--- src/rtl/rgb_frame_loader_if.sv ---
// rtl/rgb_frame_loader_if.sv - pixel stream, frame-buffer write and frame handshake bundle
interface rgb_frame_loader_if #(
  parameter int ADDR_W = 12
);
  logic              in_valid;
  logic              in_ready;
  logic              in_sof;
  logic [7:0]        red;
  logic [7:0]        green;
  logic [7:0]        blue;
  logic              wr_en;
  logic [ADDR_W-1:0] wr_addr;
  logic [7:0]        wr_data;
  logic              frame_ready;
  logic              frame_ack;
  logic              sof_err;

  modport slave (
    input  in_valid, in_sof, red, green, blue, frame_ack,
    output in_ready, wr_en, wr_addr, wr_data, frame_ready, sof_err
  );

  modport master (
    output in_valid, in_sof, red, green, blue, frame_ack,
    input  in_ready, wr_en, wr_addr, wr_data, frame_ready, sof_err
  );
endinterface

--- src/rtl/rgb_frame_loader.sv ---
// rtl/rgb_frame_loader.sv - RGB stream to 8-bit intensity frame loader; macro RGB_LOADER_LUMA_EN enables luma weighting
module rgb_frame_loader #(
  parameter int IMAGEX = 64,
  parameter int IMAGEY = 64,
  parameter int ADDR_W = 12
) (
  input  logic                clk,
  input  logic                rst,
  rgb_frame_loader_if.slave   bus
);

  localparam int NPIX = IMAGEX * IMAGEY;
  localparam logic [ADDR_W-1:0] LAST_ADDR = ADDR_W'(NPIX - 1);

  typedef enum logic [1:0] {
    ST_IDLE,
    ST_LOAD,
    ST_DRAIN,
    ST_FULL
  } state_t;

  state_t            state_q, state_d;
  logic [ADDR_W-1:0] cnt_q, cnt_d;
  logic              sof_err_q, sof_err_d;

  // beat register: the accepted pixel and its address
  logic              bv_q, bv_d;
  logic [ADDR_W-1:0] b_addr_q, b_addr_d;
  logic [7:0]        b_red_q, b_red_d;

  // stage 1: products (or raw red) and address
  logic              s1_valid_q, s1_valid_d;
  logic [ADDR_W-1:0] s1_addr_q, s1_addr_d;

  // stage 2: frame-buffer write port
  logic              wr_en_q, wr_en_d;
  logic [ADDR_W-1:0] wr_addr_q, wr_addr_d;
  logic [7:0]        wr_data_q, wr_data_d;

  logic              in_ready;
  logic              accept;
  logic [ADDR_W-1:0] pix_addr;

`ifdef RGB_LOADER_LUMA_EN
  logic [7:0]  b_green_q, b_green_d;
  logic [7:0]  b_blue_q, b_blue_d;
  logic [15:0] s1_pr_q, s1_pr_d;
  logic [15:0] s1_pg_q, s1_pg_d;
  logic [15:0] s1_pb_q, s1_pb_d;
  logic [15:0] luma_sum;
`else
  logic [7:0]  s1_red_q, s1_red_d;
`endif

  assign in_ready        = !rst && (state_q == ST_IDLE || state_q == ST_LOAD);
  assign accept          = bus.in_valid && in_ready;
  assign bus.in_ready    = in_ready;
  assign bus.wr_en       = wr_en_q;
  assign bus.wr_addr     = wr_addr_q;
  assign bus.wr_data     = wr_data_q;
  assign bus.frame_ready = (state_q == ST_FULL);
  assign bus.sof_err     = sof_err_q;

  // frame sequencing: pixel counter, sof restarts, drain and buffer hand-off
  always_comb begin
    state_d   = state_q;
    cnt_d     = cnt_q;
    sof_err_d = sof_err_q;
    bv_d      = 1'b0;
    pix_addr  = cnt_q;
    case (state_q)
      ST_IDLE: begin
        if (accept && bus.in_sof) begin
          bv_d     = 1'b1;
          pix_addr = '0;
          cnt_d    = ADDR_W'(1);
          state_d  = ST_LOAD;
        end
      end
      ST_LOAD: begin
        if (accept) begin
          bv_d = 1'b1;
          if (bus.in_sof) begin
            pix_addr  = '0;
            cnt_d     = ADDR_W'(1);
            sof_err_d = 1'b1;
          end else begin
            pix_addr = cnt_q;
            cnt_d    = cnt_q + ADDR_W'(1);
            if (cnt_q == LAST_ADDR) begin
              state_d = ST_DRAIN;
            end
          end
        end
      end
      ST_DRAIN: begin
        // the final write is already on the port once the upstream stages are empty
        if (!bv_q && !s1_valid_q) begin
          state_d = ST_FULL;
        end
      end
      ST_FULL: begin
        if (bus.frame_ack) begin
          state_d = ST_IDLE;
        end
      end
      default: state_d = ST_IDLE;
    endcase
  end

  // datapath next values: capture on valid, otherwise hold
  always_comb begin
    b_addr_d   = accept ? pix_addr : b_addr_q;
    b_red_d    = accept ? bus.red : b_red_q;
    s1_valid_d = bv_q;
    s1_addr_d  = bv_q ? b_addr_q : s1_addr_q;
    wr_en_d    = s1_valid_q;
    wr_addr_d  = s1_valid_q ? s1_addr_q : wr_addr_q;
`ifdef RGB_LOADER_LUMA_EN
    b_green_d  = accept ? bus.green : b_green_q;
    b_blue_d   = accept ? bus.blue : b_blue_q;
    s1_pr_d    = bv_q ? 16'd77  * {8'd0, b_red_q}   : s1_pr_q;
    s1_pg_d    = bv_q ? 16'd150 * {8'd0, b_green_q} : s1_pg_q;
    s1_pb_d    = bv_q ? 16'd29  * {8'd0, b_blue_q}  : s1_pb_q;
    luma_sum   = s1_pr_q + s1_pg_q + s1_pb_q;
    wr_data_d  = s1_valid_q ? luma_sum[15:8] : wr_data_q;
`else
    s1_red_d   = bv_q ? b_red_q : s1_red_q;
    wr_data_d  = s1_valid_q ? s1_red_q : wr_data_q;
`endif
  end

  // state and pipeline registers with synchronous reset
  always_ff @(posedge clk) begin
    if (rst) begin
      state_q    <= ST_IDLE;
      cnt_q      <= '0;
      sof_err_q  <= 1'b0;
      bv_q       <= 1'b0;
      b_addr_q   <= '0;
      b_red_q    <= '0;
      s1_valid_q <= 1'b0;
      s1_addr_q  <= '0;
      wr_en_q    <= 1'b0;
      wr_addr_q  <= '0;
      wr_data_q  <= '0;
`ifdef RGB_LOADER_LUMA_EN
      b_green_q  <= '0;
      b_blue_q   <= '0;
      s1_pr_q    <= '0;
      s1_pg_q    <= '0;
      s1_pb_q    <= '0;
`else
      s1_red_q   <= '0;
`endif
    end else begin
      state_q    <= state_d;
      cnt_q      <= cnt_d;
      sof_err_q  <= sof_err_d;
      bv_q       <= bv_d;
      b_addr_q   <= b_addr_d;
      b_red_q    <= b_red_d;
      s1_valid_q <= s1_valid_d;
      s1_addr_q  <= s1_addr_d;
      wr_en_q    <= wr_en_d;
      wr_addr_q  <= wr_addr_d;
      wr_data_q  <= wr_data_d;
`ifdef RGB_LOADER_LUMA_EN
      b_green_q  <= b_green_d;
      b_blue_q   <= b_blue_d;
      s1_pr_q    <= s1_pr_d;
      s1_pg_q    <= s1_pg_d;
      s1_pb_q    <= s1_pb_d;
`else
      s1_red_q   <= s1_red_d;
`endif
    end
  end

endmodule

--- src/flat_wrapper.sv ---
// flat-port wrapper written by rule: the top's interface ports become plain ports
module rgb_frame_loader_flat 
#(
  parameter int IMAGEX = 64,
  parameter int IMAGEY = 64,
  parameter int ADDR_W = 12
)
  (clk, rst, bus_in_valid, bus_in_sof, bus_red, bus_green, bus_blue, bus_frame_ack, bus_in_ready, bus_wr_en, bus_wr_addr, bus_wr_data, bus_frame_ready, bus_sof_err);
  rgb_frame_loader_if #(.ADDR_W(ADDR_W)) bus_i ();
  input  logic clk;
  input  logic rst;
  input wire logic [$bits(bus_i.in_valid)-1:0] bus_in_valid;
  input wire logic [$bits(bus_i.in_sof)-1:0] bus_in_sof;
  input wire logic [$bits(bus_i.red)-1:0] bus_red;
  input wire logic [$bits(bus_i.green)-1:0] bus_green;
  input wire logic [$bits(bus_i.blue)-1:0] bus_blue;
  input wire logic [$bits(bus_i.frame_ack)-1:0] bus_frame_ack;
  output wire logic [$bits(bus_i.in_ready)-1:0] bus_in_ready;
  output wire logic [$bits(bus_i.wr_en)-1:0] bus_wr_en;
  output wire logic [$bits(bus_i.wr_addr)-1:0] bus_wr_addr;
  output wire logic [$bits(bus_i.wr_data)-1:0] bus_wr_data;
  output wire logic [$bits(bus_i.frame_ready)-1:0] bus_frame_ready;
  output wire logic [$bits(bus_i.sof_err)-1:0] bus_sof_err;
  assign bus_i.in_valid = bus_in_valid;
  assign bus_i.in_sof = bus_in_sof;
  assign bus_i.red = bus_red;
  assign bus_i.green = bus_green;
  assign bus_i.blue = bus_blue;
  assign bus_i.frame_ack = bus_frame_ack;
  assign bus_in_ready = bus_i.in_ready;
  assign bus_wr_en = bus_i.wr_en;
  assign bus_wr_addr = bus_i.wr_addr;
  assign bus_wr_data = bus_i.wr_data;
  assign bus_frame_ready = bus_i.frame_ready;
  assign bus_sof_err = bus_i.sof_err;
  rgb_frame_loader #(.IMAGEX(IMAGEX), .IMAGEY(IMAGEY), .ADDR_W(ADDR_W)) u_core (.clk(clk), .rst(rst), .bus(bus_i));
endmodule
--- config.mk ---
export PLATFORM = sky130hd
export DESIGN_NAME = rgb_frame_loader_flat
export DESIGN_NICKNAME = d
export VERILOG_FILES = /design/src/rtl/rgb_frame_loader_if.sv /design/src/rtl/rgb_frame_loader.sv /design/src/flat_wrapper.sv
export SDC_FILE = /design/constraint.sdc
export NUM_CORES = 1
export LEC_CHECK = 0
export CELL_PAD_IN_SITES_DETAIL_PLACEMENT = 0
export CELL_PAD_IN_SITES_GLOBAL_PLACEMENT = 1
export CORE_MARGIN = 2
export CORE_UTILIZATION = 40
export DETAILED_ROUTE_END_ITERATION = 8
export GPL_TIMING_DRIVEN = 0
export PLACE_DENSITY = 0.83
export SYNTH_ARGS = -nofsm -noshare
export SYNTH_HDL_FRONTEND = slang
export SYNTH_SLANG_ARGS = --single-unit
--- constraint.sdc ---
create_clock -name clk -period 5.1 [get_ports clk]
set_input_delay 0.51 -clock clk [delete_from_list [all_inputs] [get_ports clk]]
set_output_delay 0.51 -clock clk [all_outputs]
set_load 0.005 [all_outputs]
==> results.py <==
metrics = {
    "clock_tree": {
        "clock_path_buffers": 2,
        "cts_post_setup_buffers_inserted": 0,
        "hold_buf_cts": 0,
        "cts_buffer_count": 9,
        "clock_sinks": 78,
        "cts.reportedPaths.clkPinSlew_ns": 0.08,
        "cts_max_level": 3,
        "clock_tree_root_driver_cell": "clkbuf_8",
        "post_cts.resized_instances": 0,
        "cts_tree": "done",
        "worst_skew_pair.late_latency_ns": 0.34,
    },
    "worst_setup_path": {
        "timing.rr.end": "u_core.b_addr_q[10]",
        "start_kind": "input pin",
        "worst_ep_required_time_ns": 4.59,
        "worstPathArrival_ns": 2.11,
        "timing.reg2reg.setup_slack_ns": 3.06,
        "critPathCaptureType": "output pin",
        "r2r_path_start": "u_core.state_q[1]",
        "critical_path.max_fanout": 10,
        "criticalPathCategory": "input pin to output pin",
        "rr_worst_depth": 7,
    },
    "logic_synthesis": {
        "synth_enable_flop_cells": 0,
        "synth.yosys.seq_area_share_pct": 50.4,
        "synth-warning-count": 0,
        "ys_ff_latch": 78,
        "synth_cell_type_count": 37,
        "syn_nets": 362,
        "synth_cells": 328,
        "synthArstFlopShare_pct": 0,
        "syn_area_per_cell_um2": 9.44,
        "dominantRegCellSynth": "dfxtp_1",
        "mappedNetlistArea_um2": 3100,
    },
    "drt": {
        "drt_iter0_drc": 110,
        "drtPass1Iterations": 4,
        "detail-route-antenna-nets": 0,
        "routed_wire_length_per_instance_um": 13.6,
        "routed-via-count": 2357,
        "routed_wl_um": 6540,
        "post-route-drc-count": 0,
        "viasPerCell": 4.91,
    },
    "flow_run": {
        "cap_violations": 0,
    },
    "sta": {
        "clock_skew_ns": 0.00642,
        "slew_headroom_pct": 60.6,
        "finalMaxSlewViolations": 0,
        "finalHoldViolCount": 0,
        "post-route-min-period_ns": 2.62,
        "rsz0062_at_grt": "no",
        "setup-violations-final": 0,
        "fmax_ghz": 0.382,
        "fin_worst_hold_slack_ns": 0.454,
        "worstMarginPinSlew_ns": 0.585,
        "final.period_utilization_pct": 51.4,
        "setup_tns_ns": 0,
    },
    "finish": {
        "multi_input_area_um2": 1420,
        "n_antenna_cell": 0,
        "layout-drive-gt1-share_pct": 7.94,
        "non_filler_instances": 480,
        "finalNetCount": 407,
        "seqCellArea_um2": 1560,
        "layout-area-overhead-vs-synth_pct": 21.3,
        "fillers": 736,
        "postLayoutCoreUtil_pct": 49.4,
    },
    "global_route": {
        "grt_pass1_vias": 2251,
        "antenna_found_initial": 0,
        "gr-total-overflow": 0,
        "largest_net_degree_at_the_start_of_global_routing": 14,
        "gr-usage-all-layers_pct": 16.7,
        "grt_pass1_wl_um": 11100,
    },
    "die": {
        "core_ar_um2": 7610,
        "die_area_um2": 8460,
        "std_cell_rows": 32,
        "die_height_um": 92.0,
        "starting_utilization_of_the_core_area_pct": 40.7,
        "number_of_i_o_pins": 53,
        "die_w_um": 92.0,
    },
    "power_and_ir_drop": {
        "switching_power_uw": 314,
        "maximum_ir_drop_on_the_vdd_rail_mv": 0.156,
        "power_report.internal_total_uw": 901,
        "seq_power_share_pct": 52.0,
        "power.density_nw_per_um2": 324,
        "netSwitchingFraction_pct": 25.9,
        "static-leakage-power_nw": 1.33,
        "power.combinational.fraction_pct": 10.9,
        "pwr-share-clk_pct": 37.1,
        "finalPower_mw": 1.22,
    },
    "worst_hold_path": {
        "hold_path_depth": 2,
        "end_point_of_the_worst_hold_path": "u_core.b_addr_q[4]",
        "timing.hold.worst.class": "register to register",
        "min-delay-start": "u_core.b_addr_q[4]",
    },
    "place": {
        "dpl.cell_count": 464,
        "place_hpwl_um": 4600,
        "globalplace.congestion": 0.824,
        "numPortBuffers": 34,
    },
    "status": {
        "result_of_the_run": "finished clean",
    },
}
## cell usage after synthesis (3+ instances only)
| cell | count | area, µm² |
|---|---|---|
| nand3b_1 | 18 | 135 |
| o31ai_1 | 4 | 30.0 |
| inv_1 | 7 | 26.3 |
| or4_1 | 3 | 22.5 |
| ha_1 | 5 | 62.6 |
| nor2_1 | 58 | 218 |
| nor4_1 | 3 | 18.8 |
| a21oi_1 | 21 | 105 |
| dfxtp_1 | 78 | 1560 |
| buf_2 | 7 | 35.0 |
| a31oi_1 | 3 | 18.8 |
| nand2_1 | 35 | 131 |
| clkbuf_1 | 10 | 37.5 |
| mux2i_1 | 42 | 420 |
| xnor2_1 | 5 | 43.8 |
## power by group through the flow
stage	Sequential [mW]	Combinational (mW)	Clock [mW]
after detailed placement	0.647	0.132	0
after global placement	0.646	0.130	0
after floorplan	0.644	0.0937	0
after CTS	0.632	0.133	0.463
final	0.632	0.132	0.451
after global routing	0.634	0.144	0.492
## per-stage QoR
step | setup slack [ns] | area, µm²
6_report | 2.48 | 3750
5_1_grt | 2.36 | 3750
4_1_cts | 2.45 | 3750
3_5_place_dp | 2.47 | 3560
3_3_place_gp | 2.45 | 3560
2_1_floorplan | 3.32 | 3100
## critical path: stages
cell,delay [ns]
buf_2,0.20
clkbuf_1,0.33
clkbuf_1,0.50
nor2_1,0.10
clkdlybuf4s50_1,0.46
## sequential cells by signal, indices dropped and copies added, names as in the netlist
name                flops
u_core.state_q          2
u_core.bus.sof_err      1
u_core.s1_red_q         8
u_core.b_addr_q        12
u_core.s1_addr_q       12
u_core.bus.wr_addr     12
u_core.s1_valid_q       1
u_core.bv_q             1
u_core.cnt_q           12
u_core.bus.wr_data      8
u_core.bus.wr_en        1
u_core.b_red_q          8
## how the worst max path moves through the flow
stage                         to  depth (start not counted)  slack, ns  startpoint
global route        bus_in_ready                          5       2.36         rst
detailed placement  bus_in_ready                          5       2.47         rst
CTS                 bus_in_ready                          5       2.45         rst
global placement    bus_in_ready                          5       2.45         rst
floorplan           bus_in_ready                          4       3.32         rst
finish              bus_in_ready                          5       2.48         rst
## metal layers
layer / vias to the layer above / track usage, % / routed length, µm
met1: 1110 / 22.7 / 3340
met5: - / 0 / 0
met3: 7 / 4.03 / 228
li1: 1205 / - / -
met4: 0 / 6.22 / 86
met2: 35 / 25.8 / 2890
## cells in the final DEF, fill, tap and decap left out, drive strengths merged, types with 3 or more instances in the layout
master,instances
dfxtp,78
nor2,59
mux2i,42
nand2,36
clkdlybuf4s50,34
a21oi,21
clkbuf,20
nand3b,18
buf,10
inv,7
xnor2,5
ha,5
o31ai,4
a31oi,3
or4,3
nor4,3
clkinvlp,3
nor2b,3
## cell type report
cell class | count | area share (%)
multi-input cells | 223 | 37.8
clock buffers | 10 | 3.40
clock inverters | 6 | 1.67
flip-flops and latches | 78 | 41.6
inverters | 7 | 0.700
repair buffers | 34 | 9.06
well taps | 102 | 3.40
plain buffers | 20 | 2.43
## cells by family (layout without fill, tap and decap cells)
kind of cell | count (synthesis) | in the layout | share of synthesized area [%]
flip-flops | 78 | 78 | 50.4
AO/OA/AOI/OAI | 35 | 35 | 7.15
multiplexers | 43 | 43 | 14.1
buffers and inverters | 27 | 77 | 3.80
XOR/XNOR | 5 | 5 | 1.41
AND/OR/NAND/NOR | 135 | 135 | 21.1
adder cells (fa/ha/maj) | 5 | 5 | 2.02
Note: power is estimated with default switching activity, not from simulation.
==> edit 1 (config.mk and constraints unchanged) <==
Add a define of `RGB_LOADER_LUMA_EN`.
--- a/src/rtl/rgb_frame_loader.sv
+++ b/src/rtl/rgb_frame_loader.sv
@@ -1,4 +1,6 @@
 // rtl/rgb_frame_loader.sv - RGB stream to 8-bit intensity frame loader; macro RGB_LOADER_LUMA_EN enables luma weighting
+`define RGB_LOADER_LUMA_EN
+
 module rgb_frame_loader #(
   parameter int IMAGEX = 64,
   parameter int IMAGEY = 64,
Function: changed (a bounded check fails within 4 cycles, from zero or initial values and one cycle with rst high).
==> edit 1 against the original RTL <==
  * Cell count rose to 2.5 times the old value
  * Cell area rose to 2.6 times the old value
  * Die area rose to 2.5 times the old value
  * Worst hold slack worse by 0.033 ns
  * Critical path depth up 7
  * Sequential cell count up 51
  * Highest routed layer unchanged
  * Routed wire length rose to 2.9 times the old value
  * Synthesized cell count rose to 2.7 times the old value
  * Power rose to 3.2 times the old value
  * Worst setup slack worse by 1.2 ns
  * Area after synthesis rose to 2.6 times the old value
  * Non-clock buffer count up 29
==> edit 1: results (changes against the original RTL) <==
stage	metric	value	unit	change
grt	groute.layer.met3.usage	3.48	%	was 4.03%
sta	timing.clock.skew	0.0182	ns	was 0.00642 ns
power_and_ir_drop	peakVddDrop	0.000201	V	was 0.000156 V
critical_path	worst_path_dominant_cell_family	adder cells		was buffers and inverters
run_status	outcome	complete, no violations		unchanged
finish	post_route_cells_drive_above_1_share	4.52	%	was 7.94%
sta	worstMarginPinSlew	0.861	ns	was 0.585 ns
critical_path	cp_max_stage_cell	sky130_fd_sc_hd__fa_1		was sky130_fd_sc_hd__clkbuf_1
critical_path	r2r_end	u_core.s1_pg_q[13]		was u_core.b_addr_q[10]
critical_path	reg2reg_depth	12		was 7
critical_path	worst_flop_to_flop_path_startpoint	u_core.b_green_q[4]		was u_core.state_q[1]
grt	grt_use_met1	24.6	%	was 22.7%
clock_network	cts_buffers	17		was 9
power_and_ir_drop	p_leak	4.29	nW	was 1.33 nW
critical_path	worst_ep_arrival_time	4.09	ns	was 2.11 ns
clock_network	h_tree_levels	4		was 3
min_path	min-delay-start	bus_in_sof		was u_core.b_addr_q[4]
critical_path	critical_path.max_stage_delay	0.53	ns	was 0.50 ns
yosys	synth.distinct_cells	53		was 37
finish	fin_nets	1125		was 407
route	wire_per_inst	15.4	um	was 13.6 um
yosys	synth.top_cells.by_area	sky130_fd_sc_hd__dfxtp_1 32%, sky130_fd_sc_hd__ha_1 18%, sky130_fd_sc_hd__fa_1 9.3%, sky130_fd_sc_hd__mux2i_1 5.8%, sky130_fd_sc_hd__nor2_1 4.2%		was sky130_fd_sc_hd__dfxtp_1 50%, sky130_fd_sc_hd__mux2i_1 14%, sky130_fd_sc_hd__nor2_1 7.0%, sky130_fd_sc_hd__nand3b_1 4.4%, sky130_fd_sc_hd__nand2_1 4.2%
placed_design	rd_place_congestion	0.866		was 0.824
grt	global_route_wire_length_before_repair	31900	um	was 11100 um
critical_path	critPathMaxFanout	5		was 10
clock_network	ctsRootBufferMaster	sky130_fd_sc_hd__clkbuf_16		was sky130_fd_sc_hd__clkbuf_8
yosys	post-synth-top-area-fraction	31.7	%	was 50.4%
yosys	post_synth_top_cells	129 x sky130_fd_sc_hd__dfxtp_1, 118 x sky130_fd_sc_hd__ha_1, 92 x sky130_fd_sc_hd__nor2_1		was 78 x sky130_fd_sc_hd__dfxtp_1, 58 x sky130_fd_sc_hd__nor2_1, 42 x sky130_fd_sc_hd__mux2i_1
route	firstDrtPassIters	5		was 4
critical_path	reg2reg_slack	1.32	ns	was 3.06 ns
grt	first_global_vias	6461		was 2251
min_path	worst_hold_path_type	primary input to register		was register to register
placed_design	detailedPlacementHpwl	14600	um	was 4600 um
yosys	synth_sequential_area_ratio	31.7	%	was 50.4%
route	num_vias	6335		was 2357
clock_network	worstSkewPairLatency	0.43	ns	was 0.34 ns
grt	grt_max_degree	17		was 14
grt	grt_util_met2	30.8	%	was 25.8%
grt	global_route.usage.total	18.5	%	was 16.7%
==> edit 1: cell count changes after synthesis, moves of 12 or more <==
cell and delta:
sky130_fd_sc_hd__a21oi_1 +15, sky130_fd_sc_hd__o21ai_0 +31, sky130_fd_sc_hd__o21ai_1 +12, sky130_fd_sc_hd__nand2_1 +26, sky130_fd_sc_hd__nor2_1 +34, sky130_fd_sc_hd__nand3_1 +12
sky130_fd_sc_hd__fa_1 +38, sky130_fd_sc_hd__inv_1 +67, sky130_fd_sc_hd__a22o_1 +12, sky130_fd_sc_hd__nand3b_1 -15, sky130_fd_sc_hd__ha_1 +113, sky130_fd_sc_hd__dfxtp_1 +51
sky130_fd_sc_hd__a211oi_1 +14
==> edit 1: worst max-delay path by stage <==
stage                             start  cells after the start  slack, ns            endpoint
finish              u_core.b_green_q[4]                     12       1.32  u_core.s1_pg_q[13]
detailed placement  u_core.b_green_q[4]                     12       1.34  u_core.s1_pg_q[13]
floorplan           u_core.b_green_q[4]                     12       1.62  u_core.s1_pg_q[13]
global placement                    rst                      6       1.35        bus_in_ready
CTS                 u_core.b_green_q[4]                     12       1.30  u_core.s1_pg_q[13]
global route        u_core.b_green_q[4]                     12       1.07  u_core.s1_pg_q[13]
==> edit 1: per-layer routing <==
metal	routed length [um]	vias up
met3	714	16
li1	-	3215
met2	8640	116
met1	9190	2988
met4	255	0
met5	0	-
==> edit 1: stage by stage <==
step                instances  power (W)  setup slack (ns)  cell area, um^2  hold WS, ns
floorplan                 870    0.00234              1.62             8150        0.442
global placement         1191    0.00268              1.35             9000        0.456
detailed placement       1191    0.00271              1.34             9000        0.467
CTS                      1222    0.00394              1.30             9580        0.414
global route             1222    0.00423              1.07             9580        0.433
finish                   1222    0.00390              1.32             9580        0.422
==> edit 1: logic make-up (layout without fill, tap and decap cells) <==
group | count (synthesis) | in the layout | share of synthesized area [%]
mux | 48 | 48 | 5.91
buf+inv | 108 | 190 | 5.08
flops | 129 | 129 | 31.7
compound gates | 177 | 177 | 14.6
xor+xnor | 20 | 20 | 2.15
fa+ha+maj | 156 | 156 | 27.5
simple gates | 232 | 232 | 13.2
==> edit 1: area by class of cell <==
cell class                      count  area (um^2)
Fill cell                        1896        10500
Multi-Input combinational cell    633         5150
Sequential cell                   129         2580
Timing Repair Buffer               51          510
Clock buffer                       18          439
Tap cell                          270          338
Inverter                           76          285
Clock inverter                     13          140
Buffer                             32          129
==> edit 1: power by group through the flow <==
stage               Clock, W  Sequential (W)  Combinational, W
floorplan                  0         0.00120           0.00114
global placement           0         0.00123           0.00145
detailed placement         0         0.00124           0.00147
CTS                  0.00123         0.00121           0.00150
global route         0.00127         0.00123           0.00173
finish               0.00121         0.00121           0.00148
==> edit 2 (same flow settings) <==
Made on the original files. Reset style: asynchronous (`rst`), changed in one clocked block. Comments in the files are not updated.
--- a/src/rtl/rgb_frame_loader.sv
+++ b/src/rtl/rgb_frame_loader.sv
@@ -131,7 +131,7 @@
   end
 
   // state and pipeline registers with synchronous reset
-  always_ff @(posedge clk) begin
+  always_ff @(posedge clk or posedge rst) begin
     if (rst) begin
       state_q    <= ST_IDLE;
       cnt_q      <= '0;
Formal check against the unedited RTL: differs if rst is asserted again (counterexample within 4 cycles, from zero or initial values and one cycle with rst high); with rst held inactive, the same outputs for 10 cycles.
==> edit 2 against the original RTL <==
  * Sequential cell count is the same
  * Largest power group unchanged
  * Worst setup slack better by 0.22 ns
  * Non-clock buffer count fell by 6
  * Power rose by 18%
  * Cell area rose by 4.4%
  * Routed wire length is 15% lower
  * Synthesized cell count down 30%
  * Largest cell class unchanged
  * Area after synthesis up 2.6%
==> edit 2: results (changes against the original RTL) <==
stage	metric	value	unit	change
finish	fin_nets	311		was 407
run_status	outcome	complete, no violations		unchanged
sta	timing.max_slew.rel_slack	48.0	%	was 60.6%
yosys	synth_sequential_area_ratio	61.4	%	was 50.4%
clock_network	worstSkewPairLatency	0.34	ns	about the same
grt	grt_max_degree	58		was 14
clock_network	max-clock-path-buffers	2		unchanged
critical_path	worst_ep_arrival_time	1.89	ns	was 2.11 ns
clock_network	cts_setup_buffers	0		unchanged
clock_network	cts_buffers	9		unchanged
critical_path	critPathMaxFanout	8		was 10
clock_network	ctsRootBufferMaster	sky130_fd_sc_hd__clkbuf_8		unchanged
critical_path	cp_max_stage_cell	sky130_fd_sc_hd__clkdlybuf4s50_1		was sky130_fd_sc_hd__clkbuf_1
grt	global_route_wire_length_before_repair	9460	um	was 11100 um
power_and_ir_drop	peakVddDrop	0.000139	V	was 0.000156 V
placed_design	buffer_ports.inserted	36		was 34
placed_design	rd_place_congestion	0.788		was 0.824
grt	first_global_vias	1982		was 2251
power_and_ir_drop	p_leak	1.78	nW	was 1.33 nW
grt	grt_antenna_before_repair	0		unchanged
sta	fmaxAchievable	416	MHz	was 382 MHz
grt	global_route.usage.total	14.1	%	was 16.7%
placed_design	place_ws	2.74	ns	was 2.47 ns
min_path	worst_hold_path_type	register to register		unchanged
finish	post_route_cells_drive_above_1_share	25.6	%	was 7.94%
clock_network	cts.clk_slew.worst_paths	0.07	ns	
critical_path	critical_path.max_stage_delay	0.45	ns	was 0.50 ns
route	wire_per_inst	14.6	um	was 13.6 um
critical_path	worst_path_dominant_cell_family	buffers and inverters		unchanged
yosys	synth_nets	263		was 362
yosys	synth-warning-count	0		unchanged
sta	timing.clock.skew	0.00708	ns	was 0.00642 ns
route	drt_iter0_drc	102		was 110
route	firstDrtPassIters	4		unchanged
yosys	synth_ff_type	sky130_fd_sc_hd__dfrtp_1		was sky130_fd_sc_hd__dfxtp_1
yosys	synth.distinct_cells	35		was 37
finish	num_antenna_cells	0		unchanged
yosys	synth.top_cells.by_area	sky130_fd_sc_hd__dfrtp_1 61%, sky130_fd_sc_hd__mux2_2 17%, sky130_fd_sc_hd__a22o_1 3.3%, sky130_fd_sc_hd__ha_1 2.0%, sky130_fd_sc_hd__o31ai_1 1.7%		was sky130_fd_sc_hd__dfxtp_1 50%, sky130_fd_sc_hd__mux2i_1 14%, sky130_fd_sc_hd__nor2_1 7.0%, sky130_fd_sc_hd__nand3b_1 4.4%, sky130_fd_sc_hd__nand2_1 4.2%
clock_network	h_tree_levels	3		unchanged
placed_design	detailedPlacementHpwl	3920	um	was 4600 um
yosys	asyncSetResetFlopFracSynth	100	%	was 0%
clock_network	post_cts_resize_count	0		unchanged
yosys	post_synth_top_cells	78 x sky130_fd_sc_hd__dfrtp_1, 49 x sky130_fd_sc_hd__mux2_2, 12 x sky130_fd_sc_hd__a22o_1		was 78 x sky130_fd_sc_hd__dfxtp_1, 58 x sky130_fd_sc_hd__nor2_1, 42 x sky130_fd_sc_hd__mux2i_1
critical_path	reg2reg_slack	3.03	ns	was 3.06 ns
route	route.detailed.vias_per_inst	5.18		was 4.91
-- edit 2: cell types whose count changed after synthesis, sizes merged, moves of 30 or more --
| cell | unedited run | this run |
|---|---|---|
| mux2 | 1 | 50 |
| nand2 | 36 | 6 |
| dfrtp | 0 | 78 |
| mux2i | 42 | 1 |
| nor2 | 59 | 7 |
| dfxtp | 78 | 0 |
-- edit 2: kinds of logic after synthesis --
group           share of synthesized area, %
buf+inv                                 2.60
compound gates                          9.06
flops                                   61.4
xor+xnor                               0.827
mux                                     18.0
simple gates                            6.10
fa+ha+maj                               1.97
-- edit 2: where the power goes --
part | leakage, nW | internal [W] | switching, W
Clock | 0.109 | 0.000300 | 0.000209
Combinational | 0.651 | 0.000121 | 0.0000681
Sequential | 1.02 | 0.000692 | 0.0000429
Total | 1.78 | 0.00111 | 0.000320
-- edit 2: layout make-up --
cell class / count / area [um^2]
clock inverters: 3 / 67.6
repair buffers: 37 / 388
plain buffers: 11 / 52.6
fillers: 671 / 3810
inverters: 8 / 32.5
multi-input cells: 132 / 1140
well taps: 102 / 128
clock buffers: 12 / 155
flip-flops and latches: 78 / 1950
-- edit 2: final timing paths --
check,depth (start not counted),to,from
hold reg to reg,0,u_core.s1_valid_q,u_core.bv_q
min in group asynchronous,2,u_core.s1_valid_q,rst
hold / removal,0,u_core.s1_valid_q,u_core.bv_q
setup reg to reg,7,u_core.b_addr_q[11],u_core.state_q[1]
max in group asynchronous,3,u_core.s1_addr_q[9],rst
setup / recovery,6,bus_in_ready,u_core.state_q[1]
-- edit 2: stage by stage --
stage | utilization [%] | power, W | area, um^2 | std cells | hold slack (ns)
after floorplan | - | 0.000839 | 3180 | 229 | 0.386
final | 50.7 | 0.00143 | 3920 | 383 | 0.433
after CTS | 50.7 | 0.00145 | 3920 | 383 | 0.434
after global placement | 47.4 | 0.000930 | 3670 | 367 | 0.400
after global routing | 50.7 | 0.00150 | 3920 | 383 | 0.446
after detailed placement | 47.8 | 0.000942 | 3700 | 368 | 0.414
-- edit 2: per-layer routing --
metal	vias up	global-route usage (%)	share of wire [%]
li1	928	-	-
met1	1019	18.4	46
met2	28	22.6	49
met3	8	2.66	2.2
met4	0	6.99	2.0
met5	-	0	0
